<file path="src/rtl/mips_muldiv_pkg.sv">
// Shared definitions for the mips_muldiv multiply/divide unit.
// The divider path is present only when MULDIV_DIV_EN is defined.
package mips_muldiv_pkg;

  localparam int ITER_COUNT = 32;

  localparam logic [5:0] FUNCT_MULT  = 6'b011000;
  localparam logic [5:0] FUNCT_MULTU = 6'b011001;
  localparam logic [5:0] FUNCT_DIV   = 6'b011010;
  localparam logic [5:0] FUNCT_DIVU  = 6'b011011;
  localparam logic [5:0] FUNCT_MTHI  = 6'b010001;
  localparam logic [5:0] FUNCT_MTLO  = 6'b010011;

  typedef enum logic [1:0] {
    IDLE,
    RUN_MUL,
    RUN_DIV,
    FINISH
  } state_t;

  typedef enum logic {
    STEP_MUL,
    STEP_DIV
  } step_mode_t;

  // Signed operands are iterated on as magnitudes; the sign is fixed up at the end.
  function automatic logic [31:0] magnitude(input logic [31:0] value, input logic is_signed);
    return (is_signed && value[31]) ? (~value + 32'd1) : value;
  endfunction

endpackage

</file>
<file path="src/rtl/mips_muldiv_step.sv">
// One iteration of the multiply (add-shift) or divide (subtract-restore-shift) datapath.
// The divide branch exists only when MULDIV_DIV_EN is defined.
module mips_muldiv_step
  import mips_muldiv_pkg::*;
(
  input  logic [63:0] acc_i,
  input  logic [31:0] operand_i,
  input  step_mode_t  mode_i,
  output logic [63:0] acc_o
);

  logic [32:0] mul_sum;
  logic [63:0] mul_next;
`ifdef MULDIV_DIV_EN
  logic [32:0] rem_shift;
  logic [31:0] rem_diff;
  logic        rem_ge;
`endif

  // Multiply: upper half accumulates, lower half holds the not-yet-consumed multiplier bits.
  // Divide: upper half is the partial remainder, lower half shifts dividend out and quotient in.
  always_comb begin
    mul_sum  = {1'b0, acc_i[63:32]} + (acc_i[0] ? {1'b0, operand_i} : 33'd0);
    mul_next = {mul_sum, acc_i[31:1]};
    acc_o    = acc_i;
    if (mode_i == STEP_MUL) begin
      acc_o = mul_next;
    end
`ifdef MULDIV_DIV_EN
    rem_shift = acc_i[63:31];
    rem_ge    = rem_shift >= {1'b0, operand_i};
    rem_diff  = rem_shift[31:0] - operand_i;
    if (mode_i == STEP_DIV) begin
      acc_o = rem_ge ? {rem_diff, acc_i[30:0], 1'b1}
                     : {rem_shift[31:0], acc_i[30:0], 1'b0};
    end
`endif
  end

endmodule

</file>
<file path="src/rtl/mips_muldiv.sv">
// Multi-cycle MIPS multiply/divide unit with HI/LO registers and start/busy/done handshake.
// Define MULDIV_DIV_EN to include the iterative divider; otherwise DIV/DIVU leave HI/LO unchanged.
module mips_muldiv
  import mips_muldiv_pkg::*;
(
  input  logic        clk,
  input  logic        rst_n,
  input  logic        start,
  input  logic [5:0]  funct,
  input  logic [31:0] rs_data,
  input  logic [31:0] rt_data,
  output logic [31:0] hi,
  output logic [31:0] lo,
  output logic        busy,
  output logic        done
);

  state_t      state_q, state_d;
  logic [4:0]  count_q, count_d;
  logic [63:0] acc_q, acc_d;
  logic [31:0] opb_q, opb_d;
  logic        is_div_q, is_div_d;
  logic        neg_q, neg_d;
  logic [31:0] hi_q, hi_d;
  logic [31:0] lo_q, lo_d;
  logic        done_q, done_d;
`ifdef MULDIV_DIV_EN
  logic        neg_rem_q, neg_rem_d;
  logic        dbz_q, dbz_d;
  logic [31:0] quot_fix, rem_fix;
`endif

  logic        is_mul_op, is_div_op, is_signed_op, is_mthi, is_mtlo, accept;
  logic [31:0] mag_a, mag_b;
  logic [63:0] prod_fix, step_acc;
  step_mode_t  step_mode;

  always_comb begin
    is_mul_op    = (funct == FUNCT_MULT) || (funct == FUNCT_MULTU);
    is_div_op    = (funct == FUNCT_DIV) || (funct == FUNCT_DIVU);
    is_signed_op = (funct == FUNCT_MULT) || (funct == FUNCT_DIV);
    is_mthi      = funct == FUNCT_MTHI;
    is_mtlo      = funct == FUNCT_MTLO;
    accept       = start && (state_q == IDLE);
    step_mode    = (state_q == RUN_DIV) ? STEP_DIV : STEP_MUL;
  end

  mips_muldiv_step u_step (
    .acc_i     (acc_q),
    .operand_i (opb_q),
    .mode_i    (step_mode),
    .acc_o     (step_acc)
  );

  always_ff @(posedge clk or negedge rst_n) begin
    if (!rst_n) begin
      state_q <= IDLE;
      count_q <= 5'd0;
    end else begin
      state_q <= state_d;
      count_q <= count_d;
    end
  end

  // Counter runs ITER_COUNT-1 down to 0, one iteration per cycle.
  always_comb begin
    state_d = state_q;
    count_d = count_q;
    unique case (state_q)
      IDLE: begin
        if (accept && is_mul_op) begin
          state_d = RUN_MUL;
          count_d = 5'(ITER_COUNT - 1);
        end else if (accept && is_div_op) begin
`ifdef MULDIV_DIV_EN
          state_d = RUN_DIV;
          count_d = 5'(ITER_COUNT - 1);
`else
          state_d = FINISH;
`endif
        end
      end
      RUN_MUL, RUN_DIV: begin
        if (count_q == 5'd0) begin
          state_d = FINISH;
        end else begin
          count_d = count_q - 5'd1;
        end
      end
      FINISH:  state_d = IDLE;
      default: state_d = IDLE;
    endcase
  end

  always_ff @(posedge clk or negedge rst_n) begin
    if (!rst_n) begin
      acc_q     <= 64'd0;
      opb_q     <= 32'd0;
      is_div_q  <= 1'b0;
      neg_q     <= 1'b0;
      hi_q      <= 32'd0;
      lo_q      <= 32'd0;
      done_q    <= 1'b0;
`ifdef MULDIV_DIV_EN
      neg_rem_q <= 1'b0;
      dbz_q     <= 1'b0;
`endif
    end else begin
      acc_q     <= acc_d;
      opb_q     <= opb_d;
      is_div_q  <= is_div_d;
      neg_q     <= neg_d;
      hi_q      <= hi_d;
      lo_q      <= lo_d;
      done_q    <= done_d;
`ifdef MULDIV_DIV_EN
      neg_rem_q <= neg_rem_d;
      dbz_q     <= dbz_d;
`endif
    end
  end

  always_comb begin
    acc_d    = acc_q;
    opb_d    = opb_q;
    is_div_d = is_div_q;
    neg_d    = neg_q;
    hi_d     = hi_q;
    lo_d     = lo_q;
    done_d   = 1'b0;
    mag_a    = magnitude(rs_data, is_signed_op);
    mag_b    = magnitude(rt_data, is_signed_op);
    prod_fix = neg_q ? (~acc_q + 64'd1) : acc_q;
`ifdef MULDIV_DIV_EN
    neg_rem_d = neg_rem_q;
    dbz_d     = dbz_q;
    quot_fix  = neg_q ? (~acc_q[31:0] + 32'd1) : acc_q[31:0];
    rem_fix   = neg_rem_q ? (~acc_q[63:32] + 32'd1) : acc_q[63:32];
`endif
    unique case (state_q)
      IDLE: begin
        if (accept && (is_mul_op || is_div_op)) begin
          acc_d    = {32'd0, mag_a};
          opb_d    = mag_b;
          is_div_d = is_div_op;
          neg_d    = is_signed_op && (rs_data[31] ^ rt_data[31]);
`ifdef MULDIV_DIV_EN
          neg_rem_d = is_signed_op && rs_data[31];
          dbz_d     = rt_data == 32'd0;
`endif
        end else if (accept && is_mthi) begin
          hi_d   = rs_data;
          done_d = 1'b1;
        end else if (accept && is_mtlo) begin
          lo_d   = rs_data;
          done_d = 1'b1;
        end
      end
      RUN_MUL, RUN_DIV: acc_d = step_acc;
      FINISH: begin
        done_d = 1'b1;
        if (!is_div_q) begin
          hi_d = prod_fix[63:32];
          lo_d = prod_fix[31:0];
        end
`ifdef MULDIV_DIV_EN
        // A zero divisor leaves the remainder equal to the dividend; the quotient is forced to all ones.
        else begin
          hi_d = rem_fix;
          lo_d = dbz_q ? 32'hFFFF_FFFF : quot_fix;
        end
`endif
      end
      default: ;
    endcase
  end

  always_comb begin
    busy = state_q != IDLE;
    done = done_q;
    hi   = hi_q;
    lo   = lo_q;
  end

endmodule

</file>
<file path="config.mk">
export PLATFORM = sky130hd
export DESIGN_NAME = mips_muldiv
export DESIGN_NICKNAME = d
export VERILOG_FILES = /design/src/rtl/mips_muldiv_pkg.sv /design/src/rtl/mips_muldiv_step.sv /design/src/rtl/mips_muldiv.sv
export SDC_FILE = /design/constraint.sdc
export NUM_CORES = 1
export LEC_CHECK = 0
export ABC_AREA = 1
export CORE_MARGIN = 2
export CORE_UTILIZATION = 45
export CTS_CLUSTER_DIAMETER = 120
export DETAILED_ROUTE_END_ITERATION = 10
export PLACE_DENSITY = 0.68
export SLEW_MARGIN = 20
export SYNTH_ARGS = -nofsm -noshare
export SYNTH_HDL_FRONTEND = slang
export SYNTH_SLANG_ARGS = --single-unit
</file>
<file path="constraint.sdc">
create_clock -name clk -period 3.3 [get_ports clk]
set_clock_uncertainty 0.05 [all_clocks]
set_input_delay 0.33 -clock clk [delete_from_list [all_inputs] [get_ports clk]]
set_output_delay 0.33 -clock clk [all_outputs]
set_load 0.1 [all_outputs]
</file>
==> run_results.csv, run 1 <==
group,metric,value,unit
clock_tree,post-cts-setup-buffer-count,0,
synth,synth_edf_count,0,
sta,rsz0062_at_grt,"false",
global_route,track_usage,33.37,%
synth,syn_area,13480,sq um
final_layout,final_cell_mix,"605 x nand2_1, 377 x nor2_1, 243 x inv_1, 186 x nand3_1, 169 x dfrtp_1",
worst_setup_path,crit_slowest_cell,"fa_1",
worst_setup_path,crit_top_cell,"nand2_1",
clock_tree,cts_root_buf,"clkbuf_16",
route,via_per_inst,5.555,
global_route,grt_max_degree,86,
floorplan,fp.dieW,177.1,um
route,routed_wl,51300,um
global_route,grt_pass1_vias,14377,
worst_setup_path,ff2ff_path_depth,17,
clock_tree,cts_tree,"yes",
synth,avgSynthCellArea,6.136,sq um
floorplan,dieArea,31360,sq um
synth,postSynthCellCount,2197,
final_layout,final_common_cell,"nand2_1",
synth,synthArstFlopShare,100.0,%
route,wl_per_cell,18.93,um
synth,ys_ff_latch,170,
worst_setup_path,r2r_slack,0.60,ns
global_route,overflow,0,
floorplan,num_io_pins,139,
route,drtPass1Iterations,7,
clock_tree,clkLatencyLatePin,0.45,ns
synth,syn_nets,2313,
worst_setup_path,path_cells,"buf_4, nand2_1, inv_1, ha_1, inv_1, fa_1, nand3b_1, nand2_1, nand2_1, nand2_1, nand3_1, nand2_1, nand2_1, nand2_1, nand2_1, nand3_1, nand2_1",
floorplan,start_util,45.61,%
synth,ys.flop_type,"dfrtp_1",
sta,min_period,2.695,ns
worst_setup_path,crit_type,"flop to flop",
worst_setup_path,path_delay_family,"simple AND/OR/NAND/NOR gates",
power,p_leak,7.775,nW
worst_setup_path,cp.buffers_inverters,3,
route,drt-initial-drc-count,1358,
power,finalPower,18.16,mW
sta,hold_viol,0,
final_layout,fin_util,53.73,%
route,vias,15054,
sta,finalCritPeriodShare,81.67,%
clock_tree,h-tree-depth,4,
sta,max_slew_margin,32.02,%
global_route,grt_pass1_wl,79940,um
final_layout,nets,2423,
placed_design,io_buffer_count,138,
worst_setup_path,end_kind,"flop",
sta,finalSetupViolCount,0,
synth,synth.largest_area_cell,"dfrtp_1",
synth,synth_top_area_share,31.55,%
synth,ys_top_cells_by_area,"dfrtp_1 32%, nand2_1 17%, nor2_1 11%",
synth,yosysSeqAreaShare,31.55,%
final_layout,n_antenna_cell,0,
min_path,hold_class,"input pin to async pin",
flow_run,drv_cap,0,
final_layout,layout-drive-gt1-share,3.147,%
floorplan,rows,63,
clock_tree,cts_sinks,170,
outcome,outcome,"finished clean",
floorplan,fp.coreArea,29560,sq um
global_route,antenna_found_initial,0,
floorplan,die_h,177.1,um
worst_setup_path,cp.arrival,2.97,ns
worst_setup_path,required,3.58,ns
placed_design,gp_congestion,0.9715,
worst_setup_path,critPathMaxStageDelay,0.40,ns
placed_design,hpwl,40160,um
sta,setup_tns,0,ns
clock_tree,cts_buffer_depth,2,
power,ir_drop,0.6856,mV
route,drc_errors,0,
sta,tightest_slew,1.016,ns
worst_setup_path,start_kind,"flop",
synth,synth_warnings,0,
clock_tree,cts_made_buffers,17,
worst_setup_path,reg2reg_to,"acc_q[61]$_DFFE_PN0P_",
worst_setup_path,critPathMaxFanout,33,
clock_tree,clk_pin_slew,0.07,ns
power,powerDensity,1143,nW/um^2
final_layout,area_delta_synth_final,17.80,%
sta,fmax,371.0,MHz
worst_setup_path,r2r_start,"acc_q[0]$_DFFE_PN0P_",
route,ant_nets,0,
sta,slew_viol_final,0,
synth,synth.distinct_cells,42,
## cells by family (layout without fill, tap and decap cells)
logic type,after synthesis,after routing,share of synthesized area (%)
xor gates and xnor gates,35,35,2.274
and+or+nand+nor,1251,1251,38.17
AOI/OAI and AO/OA,379,379,14.77
buffers and inverters,319,442,9.188
adders and majority gates,43,43,4.046
DFF,170,170,31.55
## power by group
part | total [mW] | switching [mW] | internal, mW
registers | 3.98 | 0.960 | 3.02
logic | 12.0 | 8.84 | 3.16
clock network | 2.17 | 0.973 | 1.20
total | 18.2 | 10.8 | 7.38
## area by class of cell
class	instances	area, sq um
fillers	3091	13680
multi-input cells	1708	7994
flip-flops and latches	170	4255
repair buffers	159	1578
inverters	251	944.7
well taps	390	488.0
clock buffers	20	466.7
clock inverters	12	155.1
## worst max path at each step
stage	start	cells past startpoint	endpoint	slack, ns
after global placement	rs_data[0]	12	acc_q[26]$_DFFE_PN0P_	0.62
after CTS	acc_q[0]$_DFFE_PN0P_	17	acc_q[61]$_DFFE_PN0P_	0.62
after global routing	acc_q[0]$_DFFE_PN0P_	17	acc_q[61]$_DFFE_PN0P_	0.38
final	acc_q[0]$_DFFE_PN0P_	17	acc_q[61]$_DFFE_PN0P_	0.60
after floorplan	acc_q[0]$_DFFE_PN0P_	18	acc_q[57]$_DFFE_PN0P_	0.79
after detailed placement	rs_data[0]	12	acc_q[26]$_DFFE_PN0P_	0.62
## stage by stage
step | hold slack (ns) | cell area, sq um | setup slack [ns] | std cells
2_1_floorplan | -0.01559 | 13480 | 0.7888 | 2197
3_3_place_gp | 0.2938 | 15250 | 0.6239 | 2677
3_5_place_dp | 0.3002 | 15250 | 0.6154 | 2677
4_1_cts | 0.3941 | 15880 | 0.6206 | 2710
5_1_grt | 0.4306 | 15880 | 0.3773 | 2710
6_report | 0.3588 | 15880 | 0.6049 | 2710
## cell usage after synthesis (2+ instances only)
master and number:
clkinv_1 2, nor3_1 24, a22oi_1 2, o211ai_1 5, o21ai_0 153, or2_2 4, inv_1 243, o21ai_1 15
nor2_4 2, nand2_1 605, o22ai_1 9, o31ai_1 4, a21oi_1 159, buf_2 15, nor2_1 378, nand3b_1 15
nand3_1 186, xnor2_1 9, inv_2 6, ha_1 42, a21o_1 3, dfrtp_1 170, o21bai_1 3, o21a_1 2
and2_1 4, a31oi_1 21, xor2_1 26, buf_1 9, clkbuf_1 38, nand4_1 26, buf_4 6
## metal layers
layer	vias up	routed length, um	GRT usage (%)
li1	7344	-	-
met1	7023	21900	42.50
met2	559	23500	54.98
met3	128	2665	3.265
met4	0	3224	19.63
met5	-	0	0
## sequential cells by signal, indices dropped and copies added, names as in the netlist
register  flops
opb_q        32
count_q       5
acc_q        64
state_q       2
lo           32
done          1
neg_q         1
hi           32
is_div_q      1
## repair_timing
action | in CTS | in global routing
gates resized for setup | 0 | 1
endpoints found under the hold margin | 56 | 0
endpoints found under the setup margin | 0 | 7
hold buffers | 1 | 0
(Power assumes the default switching activity.)
==> inputs of run 2 (changes only) <==
Settings changed: PLACE_DENSITY 0.68 to 0.7.
Clock period 3.3 ns to 2.3 ns, I/O delays scaled along.
==> run 2 against run 1 <==
  * Count of clock-buffer cells in the layout decreased by 2
  * Highest routed layer unchanged
  * Critical path type unchanged
  * Clock power increased by 41%
  * Worst hold slack got worse by 0.13 ns
  * Maximum frequency increased by 19%
==> run_results.csv, run 2 (same netlist as run 1, synthesis figures left out) <==
group,metric,value,unit
route,wl_per_cell,19.37,um
route,ant_nets,0,
worst_setup_path,cp.arrival,2.61,ns
global_route,grt_pass1_wl,82840,um
clock_tree,cts_buffer_depth,2,
worst_setup_path,required,2.64,ns
final_layout,layout-drive-gt1-share,16.98,%
route,routed_wl,55350,um
clock_tree,clk_pin_slew,0.07,ns
floorplan,fp.coreArea,29560,sq um
final_layout,largest_register_ffs,64,
global_route,grt_pass1_vias,14910,
flow_run,drv_cap,0,
sta,finalSetupViolCount,0,
final_layout,final_cell_mix,"570 x nand2_1, 354 x nor2_1, 235 x inv_1, 216 x buf_4, 181 x nand3_1",
floorplan,num_io_pins,139,
worst_setup_path,start_kind,"flop",
floorplan,start_util,45.61,%
global_route,grt_max_degree,56,
sta,fin_hold_ws,0.2268,ns
clock_tree,cts_tree,"yes",
clock_tree,clkLatencyLatePin,0.47,ns
worst_setup_path,path_delay_family,"simple AND/OR/NAND/NOR gates",
worst_setup_path,cp.buffers_inverters,4,
min_path,hold_class,"input pin to async pin",
floorplan,rows,63,
worst_setup_path,critPathMaxFanout,4,
route,drtPass1Iterations,6,
sta,tightest_slew,0.5397,ns
placed_design,io_buffer_count,138,
sta,hold_viol,0,
final_layout,final_common_cell,"nand2_1",
global_route,track_usage,34.54,%
sta,max_slew_margin,64.02,%
floorplan,die_h,177.1,um
floorplan,dieArea,31360,sq um
power,powerDensity,1615,nW/um^2
global_route,antenna_found_initial,0,
route,drt-initial-drc-count,1517,
worst_setup_path,crit_slowest_cell,"dfrtp_2",
worst_setup_path,end_kind,"flop",
final_layout,area_delta_synth_final,31.32,%
worst_setup_path,crit_top_cell,"buf_4",
worst_setup_path,crit_type,"flop to flop",
worst_setup_path,path_cells,"inv_2, buf_4, nand2_1, nor2_4, buf_4, nand3_1, nand2_2, nand2_1, a21oi_1, o21ai_0, buf_4, a21oi_1",
final_layout,nets,2571,
clock_tree,h-tree-depth,4,
route,vias,15950,
placed_design,hpwl,42390,um
clock_tree,cts_sinks,170,
placed_design,gp_congestion,0.9994,
power,ir_drop,1.106,mV
placed_design,dp_cells,2814,
final_layout,n_antenna_cell,0,
clock_tree,cts_root_buf,"clkbuf_16",
clock_tree,cts_made_buffers,17,
floorplan,fp.dieW,177.1,um
route,drc_errors,0,
sta,finalCritPeriodShare,98.42,%
final_layout,finalNonFillerCells,2858,
sta,fmax,441.8,MHz
sta,min_period,2.264,ns
power,p_leak,8.585,nW
route,via_per_inst,5.581,
sta,rsz0062_at_grt,"true",
worst_setup_path,critPathMaxStageDelay,0.45,ns
global_route,overflow,0,
sta,slew_viol_final,0,
final_layout,top_register,"acc_q",
outcome,outcome,"finished clean",
-- run 2: repair_timing --
action / 4_1_cts / 5_1_grt
setup buffers: 1 / 8
gates cloned: 0 / 2
hold endpoints to repair: 50 / 0
hold buffers: 1 / 0
resized for setup: 13 / 162
endpoints found under the setup margin: 36 / 106
pin swaps: 3 / 24
-- run 2: final cells by class --
type	instances	area (sq um)
Fill cell	2882	11860
Multi-Input combinational cell	1708	8710
Sequential cell	170	4257
Timing Repair Buffer	307	2706
Inverter	251	947.2
Tap cell	390	488.0
Clock buffer	18	439.2
Clock inverter	14	157.7
-- run 2: routing by layer --
metal  global-route usage (%)  part of all wire [%]
met1                    43.96                    41
met4                    17.39                   6.0
met3                    5.863                   7.1
met2                    56.44                    46
met5                        0                     0
-- run 2: final timing paths --
check | startpoint | end | slack, ns | depth (start not counted)
setup / recovery | acc_q[0]$_DFFE_PN0P_ | hi[1]$_DFFE_PN0P_ | 0.04 | 12
hold / removal | rst_n | lo[9]$_DFFE_PN0P_ | 0.23 | 2
setup reg to reg | acc_q[0]$_DFFE_PN0P_ | hi[1]$_DFFE_PN0P_ | 0.04 | 12
hold reg to reg | lo[16]$_DFFE_PN0P_ | lo[16]$_DFFE_PN0P_ | 0.43 | 2
max in group asynchronous | rst_n | acc_q[41]$_DFFE_PN0P_ | 1.24 | 3
min in group clk | rt_data[24] | opb_q[24]$_DFFE_PN0N_ | 0.34 | 3
-- run 2: power breakdown --
group	internal (mW)	total (mW)	switching (mW)
logic	6.04	19.8	13.7
registers	4.34	5.75	1.41
clock network	1.65	3.06	1.41
-- run 2: metrics by stage --
| stage | worst slack [ns] | area [sq um] | power, mW | TNS, ns | util [%] |
|---|---|---|---|---|---|
| CTS | -0.004070 | 16910 | 27.29 | -0.005787 | 57.19 |
| global route | -0.09599 | 17700 | 30.37 | -0.9741 | 59.89 |
| finish | 0.03633 | 17700 | 28.59 | 0 | 59.89 |
| detailed placement | -0.1441 | 16250 | 24.15 | -2.110 | 54.98 |
| global placement | -0.08498 | 16250 | 23.99 | -0.5120 | 54.98 |
| floorplan | 0.009225 | 13500 | 17.76 | 0 | - |
-- run 2: worst register-to-register path, stage by stage, from the launching register on --
cell and delay, ns:
dfrtp_2 0.45, inv_2 0.11, buf_4 0.12, nand2_1 0.16
nor2_4 0.23, buf_4 0.16, nand3_1 0.11, nand2_2 0.12
nand2_1 0.13, a21oi_1 0.14, o21ai_0 0.14, buf_4 0.17
a21oi_1 0.11
